==> src/rtl/sparse_mac2.sv <==
// sparse_mac2: multiply-accumulate stage behind the 2:4 nonzero-select stage.
//
// Each accepted beat carries one group of four activations reduced to two
// operands (ain_0, ain_1) and their weights (w_0, w_1). The block forms both
// products, adds them, and accumulates the group sums of one dot product. The
// dot product ends on the beat marked in_last, and its saturated result is then
// presented on the output.
//
// Ports:
//   clk, rst_n            clock (rising edge), asynchronous active-low reset
//   in_valid/in_ready     input beat handshake
//   in_last               beat closes the current dot product
//   ain_0, ain_1          signed selected activations (0 for an empty slot)
//   w_0, w_1              signed weights paired with ain_0 / ain_1
//   out_valid/out_ready   result handshake
//   out_data              signed saturated dot-product result
//   out_cnt               number of groups accumulated (saturates at all-ones)
//   out_ovf               accumulation clipped somewhere in this dot product
//   dbg_state             accumulator FSM state (0 = IDLE, 1 = RUN)
//
// Handshake: a transfer happens on a rising edge where valid and ready are both
// high. A producer holds valid and its payload steady until that edge. in_ready
// depends only on registered state and out_ready. A result is held on out_*
// unchanged until it is taken.
//
// Pipeline: S1 registers the two products. S2 adds them into the accumulator
// and loads the result register. A held result (out_valid & ~out_ready) freezes
// S1 and S2, so no beat is dropped or duplicated.
module sparse_mac2 #(
   parameter int DW    = 16,
   parameter int ACC_W = 40,
   parameter int CNT_W = 8
) (
   input  logic                    clk,
   input  logic                    rst_n,
   input  logic                    in_valid,
   output logic                    in_ready,
   input  logic                    in_last,
   input  logic signed [DW-1:0]    ain_0,
   input  logic signed [DW-1:0]    ain_1,
   input  logic signed [DW-1:0]    w_0,
   input  logic signed [DW-1:0]    w_1,
   output logic                    out_valid,
   input  logic                    out_ready,
   output logic signed [ACC_W-1:0] out_data,
   output logic [CNT_W-1:0]        out_cnt,
   output logic                    out_ovf,
   output logic                    dbg_state
);

   localparam int PW = 2 * DW;      // product width
   localparam int SW = 2 * DW + 1;  // width of the sum of two products

   localparam logic signed [ACC_W-1:0] ACC_MAX = {1'b0, {(ACC_W-1){1'b1}}};
   localparam logic signed [ACC_W-1:0] ACC_MIN = {1'b1, {(ACC_W-1){1'b0}}};

   typedef enum logic {IDLE = 1'b0, RUN = 1'b1} state_t;

   // Registered state
   state_t                  state_q, state_d;
   logic                    v1_q, v1_d;
   logic                    last1_q, last1_d;
   logic signed [PW-1:0]    p0_q, p0_d;
   logic signed [PW-1:0]    p1_q, p1_d;
   logic signed [ACC_W-1:0] acc_q, acc_d;
   logic [CNT_W-1:0]        cnt_q, cnt_d;
   logic                    ovf_acc_q, ovf_acc_d;
   logic                    out_valid_q, out_valid_d;
   logic signed [ACC_W-1:0] out_data_q, out_data_d;
   logic [CNT_W-1:0]        out_cnt_q, out_cnt_d;
   logic                    out_ovf_q, out_ovf_d;

   // Datapath
   logic                    stall;
   logic                    accept;
   logic                    s2_fire;
   logic signed [SW-1:0]    sum;
   logic signed [ACC_W-1:0] base;
   logic signed [ACC_W:0]   nxt;
   logic                    clip;
   logic signed [ACC_W-1:0] nxt_sat;
   logic [CNT_W-1:0]        cnt_inc;

   assign stall    = out_valid_q & ~out_ready;
   assign in_ready = ~stall;
   assign accept   = in_valid & in_ready;
   assign s2_fire  = v1_q & ~stall;

   // The sign bit is repeated once so that adding two products cannot overflow.
   assign sum  = {p0_q[PW-1], p0_q} + {p1_q[PW-1], p1_q};
   // In IDLE no partial sum is live, so the accumulator is ignored.
   assign base = (state_q == IDLE) ? '0 : acc_q;
   // One guard bit above ACC_W exposes overflow of the accumulate.
   assign nxt  = {base[ACC_W-1], base} + {{(ACC_W+1-SW){sum[SW-1]}}, sum};
   assign clip = nxt[ACC_W] ^ nxt[ACC_W-1];
   assign nxt_sat = clip ? (nxt[ACC_W] ? ACC_MIN : ACC_MAX) : nxt[ACC_W-1:0];
   assign cnt_inc = (&cnt_q) ? cnt_q : cnt_q + 1'b1;

   always_comb begin
      state_d     = state_q;
      v1_d        = v1_q;
      last1_d     = last1_q;
      p0_d        = p0_q;
      p1_d        = p1_q;
      acc_d       = acc_q;
      cnt_d       = cnt_q;
      ovf_acc_d   = ovf_acc_q;
      out_valid_d = out_valid_q;
      out_data_d  = out_data_q;
      out_cnt_d   = out_cnt_q;
      out_ovf_d   = out_ovf_q;

      // S1: the product registers are written only by a new beat.
      if (!stall) begin
         v1_d = accept;
         if (accept) begin
            p0_d    = ain_0 * w_0;
            p1_d    = ain_1 * w_1;
            last1_d = in_last;
         end
      end

      // The result is taken first. A result loaded in the same cycle overrides
      // this clear, so back-to-back results have no gap between them.
      if (out_valid_q && out_ready) begin
         out_valid_d = 1'b0;
      end

      // S2: accumulate, or close the dot product.
      if (s2_fire) begin
         if (last1_q) begin
            out_valid_d = 1'b1;
            out_data_d  = nxt_sat;
            out_cnt_d   = cnt_inc;
            out_ovf_d   = ovf_acc_q | clip;
            acc_d       = '0;
            cnt_d       = '0;
            ovf_acc_d   = 1'b0;
            state_d     = IDLE;
         end else begin
            acc_d       = nxt_sat;
            cnt_d       = cnt_inc;
            ovf_acc_d   = ovf_acc_q | clip;
            state_d     = RUN;
         end
      end
   end

   always_ff @(posedge clk or negedge rst_n) begin
      if (!rst_n) begin
         state_q     <= IDLE;
         v1_q        <= 1'b0;
         last1_q     <= 1'b0;
         p0_q        <= '0;
         p1_q        <= '0;
         acc_q       <= '0;
         cnt_q       <= '0;
         ovf_acc_q   <= 1'b0;
         out_valid_q <= 1'b0;
         out_data_q  <= '0;
         out_cnt_q   <= '0;
         out_ovf_q   <= 1'b0;
      end else begin
         state_q     <= state_d;
         v1_q        <= v1_d;
         last1_q     <= last1_d;
         p0_q        <= p0_d;
         p1_q        <= p1_d;
         acc_q       <= acc_d;
         cnt_q       <= cnt_d;
         ovf_acc_q   <= ovf_acc_d;
         out_valid_q <= out_valid_d;
         out_data_q  <= out_data_d;
         out_cnt_q   <= out_cnt_d;
         out_ovf_q   <= out_ovf_d;
      end
   end

   assign out_valid = out_valid_q;
   assign out_data  = out_data_q;
   assign out_cnt   = out_cnt_q;
   assign out_ovf   = out_ovf_q;
   assign dbg_state = state_q;

endmodule

==> config.mk <==
export PLATFORM = sky130hd
export DESIGN_NAME = sparse_mac2
export DESIGN_NICKNAME = d
export VERILOG_FILES = /design/src/rtl/sparse_mac2.sv
export SDC_FILE = /design/constraint.sdc
export NUM_CORES = 2
export LEC_CHECK = 0
export BUFFER_PORTS_ARGS = -buffer_cell sky130_fd_sc_hd__buf_2
export CORE_ASPECT_RATIO = 0.8
export CORE_MARGIN = 2
export CORE_UTILIZATION = 40
export CTS_CLUSTER_DIAMETER = 80
export DETAILED_ROUTE_END_ITERATION = 7
export MAX_ROUTING_LAYER = met4
export PLACE_DENSITY = 0.53
export SYNTH_ARGS = -nofsm -noshare
export SYNTH_HDL_FRONTEND = slang
export SYNTH_SLANG_ARGS = --single-unit
==> constraint.sdc <==
create_clock -name clk -period 10.05 [get_ports clk]
set_clock_uncertainty 0.2 [all_clocks]
set_input_delay 0.5025 -clock clk [delete_from_list [all_inputs] [get_ports clk]]
set_output_delay 0.5025 -clock clk [all_outputs]
set_load 0.02 [all_outputs]
==> impl_metrics.yaml <==
logic_synthesis:
  synth_commonest_cells: "inv_1, fa_1, nand2_1, and2_1, ha_1"
  synth_area_sq_um: 29200
  synth_top_cell_area_share_pct: 38.7
  synth-seq-cells: 166
  yosysMostFrequentCell: "inv_1"
  syn_nets: 4022
  ys_top_cells_by_area: "fa_1, dfrtp_1, ha_1"
  synth_cell_types: 67
  synthArstFlopShare_pct: 100
  seq_area_frac_synth_pct: 14.2
  yosysTopAreaCell: "fa_1"
  synthFlopType: "dfrtp_1"
  yosysWarnings: 0
  netlist_instances: 3184
  synth.avg_cell_area_sq_um: 9.18
  synth_edf_count: 0
floorplan:
  ios: 121
  core_sq_um: 72200
  std_cell_rows: 88
  fp.dieArea_sq_um: 75300
  die_w_um: 306
  initial_core_util_pct: 40.5
  dieHeight_um: 246
sta:
  max_freq_ghz: 0.143
  fin_setup_tns_ns: 0
  layout_worst_path_cycle_share_pct: 69.5
  layout_min_cycle_time_ns: 6.98
  drv_slew: 0
  hold_viol: 0
  worst_slew_pin_slew_ns: 0.971
  relSlewSlack_pct: 35.2
  finalSetupViolCount: 0
  rsz0062_at_grt: "false"
worst_setup_path:
  reg2regPathDepth: 18
  crit_path_start: "w_1[7]"
  crit_chain: "buf_2, nand2_1, fa_1, inv_1, fa_1, inv_1, fa_1, inv_1, fa_1, fa_1, inv_1, fa_1, inv_1, ha_1, and3_1, nand3_1, or4_1, a311oi_1, o21ai_1, o311ai_0, a21oi_1, xnor2_1, o21ai_1"
  crit_fanout: 16
  critPathKind: "input pin to register"
  r2r-start: "dbg_state$_DFFE_PN0P_"
  max_stage_delay_ns: 0.60
  critical_path_required_ns: 10.14
  startpoint_type: "input pin"
  cpMaxStageDelayCell: "or4_1"
  crit_top_cell: "fa_1"
  crit_arrival_ns: 7.07
  cp-end-kind: "register"
global_route:
  grt_overflow_total: 0
  grt_use_total_pct: 21.3
  antenna_found_initial: 1
  grt_pass1_wl_mm: 123
  grt_max_degree: 103
  grt_pass1_vias: 22700
worst_hold_path:
  worstHoldStart: "in_last"
  hold_path_class: "input pin to register"
  hold_path_depth: 3
route:
  drtIter0Drc: 1331
  drc: 0
  ant_nets: 0
  vias: 21400
  dr.pass1.iters: 5
  routedWlPerCell_um: 17.9
  drt-vias-per-instance: 5.12
  routed_wl_mm: 74.9
finish:
  antenna_cells: 0
  area_growth_syn_to_layout_pct: 7.03
  fin_nets: 4051
  drive_gt1_share_pct: 5.83
  multiInputGateArea_sq_um: 22400
  nFillCells: 7135
  seqCellArea_sq_um: 4150
placement:
  gp_congestion: 0.917
  port_buffers: 120
  hpwl_mm: 60.9
clock_tree:
  cts_tree: "done"
  cts_max_level: 4
  cts_resized: 0
  clockBufferDepth: 2
  numCtsBuffers: 17
  cts_sinks: 166
  clk_latency_ns: 0.45
  clk_pin_slew_worst_paths_ns: 0.07
  cts_root_buf: "clkbuf_16"
outcome:
  outcome: "completed"
job:
  cap_violations: 0
## layout by cell type, fill, tap and decap left out, types with 4 or more instances in the layout
cell | Yosys | layout
fa_1 | 565 | 565
nor2_1 | 95 | 95
buf_4 | 0 | 11
or2_2 | 4 | 4
ha_1 | 204 | 204
inv_1 | 598 | 598
maj3_1 | 5 | 5
dfrtp_1 | 166 | 166
xnor2_1 | 79 | 78
clkbuf_16 | 0 | 17
inv_8 | 0 | 4
nand2_1 | 429 | 426
and2_1 | 296 | 296
buf_2 | 9 | 119
a31oi_1 | 16 | 16
a22o_1 | 10 | 10
nor3_1 | 16 | 16
o21ai_0 | 119 | 119
a21o_1 | 50 | 50
a211o_1 | 6 | 6
and3_1 | 7 | 7
or3_1 | 8 | 8
o21bai_1 | 14 | 14
a21oi_1 | 118 | 118
nor4_1 | 4 | 4
nor2b_1 | 6 | 6
o21ai_1 | 69 | 69
nand3_1 | 25 | 25
o211ai_1 | 12 | 12
xor2_1 | 36 | 36
o31ai_1 | 12 | 12
a211oi_1 | 8 | 8
o21a_1 | 13 | 13
nand2b_1 | 17 | 17
nand4_1 | 4 | 4
## final timing paths
check / end / slack, ns
worst max-delay path: p1_q[31]$_DFFE_PN0P_ / 3.07
worst min-delay path: last1_q$_DFFE_PN0P_ / 0.06
worst min register to register: acc_q[17]$_DFFE_PN0P_ / 0.28
min in group asynchronous: out_cnt[1]$_DFFE_PN0P_ / 0.50
max in group asynchronous: p1_q[19]$_DFFE_PN0P_ / 7.72
worst max register to register: acc_q[30]$_DFFE_PN0P_ / 3.96
## through the flow
stage / instance area (sq um) / hold WS [ns] / std cells / util, % / worst slack [ns]
final: 31300 / 0.0644 / 4171 / 43.3 / 3.07
after global routing: 31300 / 0.0679 / 4171 / 43.3 / 2.67
after CTS: 31300 / 0.0358 / 4171 / 43.3 / 3.07
after detailed placement: 30600 / 0.268 / 4138 / 42.4 / 2.64
after global placement: 30600 / 0.258 / 4138 / 42.4 / 2.67
after floorplan: 29200 / 0.00691 / 3184 / - / 3.43
## cell families after synthesis
logic type | share of synthesized area, %
flip-flops | 14.2
AND/OR/NAND/NOR | 15.0
XOR/XNOR | 3.50
AO/OA/AOI/OAI | 10.1
adder cells (fa/ha/maj) | 47.7
multiplexers | 0.184
buffers and inverters | 9.38
## flip-flops by register name (all words and copies together) (netlist names)
name,flops
acc_q,40
out_valid,1
p0_q,32
dbg_state,1
cnt_q,8
v1_q,1
out_ovf,1
ovf_acc_q,1
out_cnt,8
p1_q,32
last1_q,1
out_data,40
## repair_timing
item | 4_1_cts | 5_1_grt
endpoints found under the hold margin | 45 | 0
setup buffers | 0 | 0
hold buffers | 1 | 0
## layer usage
| metal | global-route usage (%) | part of all wire (%) | up-vias |
|---|---|---|---|
| met4 | 3.40 | 1.0 | 0 |
| met3 | 1.87 | 4.9 | 52 |
| met5 | - | 0 | - |
| met1 | 29.8 | 47 | 10900 |
| met2 | 34.4 | 48 | 512 |
| li1 | - | - | 9862 |
## cell type report
| type | instances | area share, % |
|---|---|---|
| flip-flops and latches | 166 | 13.3 |
| well taps | 945 | 3.78 |
| clock buffers | 18 | 1.40 |
| repair buffers | 132 | 2.23 |
| inverters | 598 | 7.17 |
| multi-input cells | 2298 | 71.5 |
| clock inverters | 14 | 0.652 |
## worst max-delay path, delay by kind of cell
family          cells  cell delay, ns
fa+ha+maj           7            3.35
compound gates      5            1.45
simple gates        4            1.06
buf+inv             6            0.57
xor+xnor            1            0.15
Power is left out: the tool's default activity adds up to more than one toggle a clock period on the data nets, which glitch-free logic cannot reach.
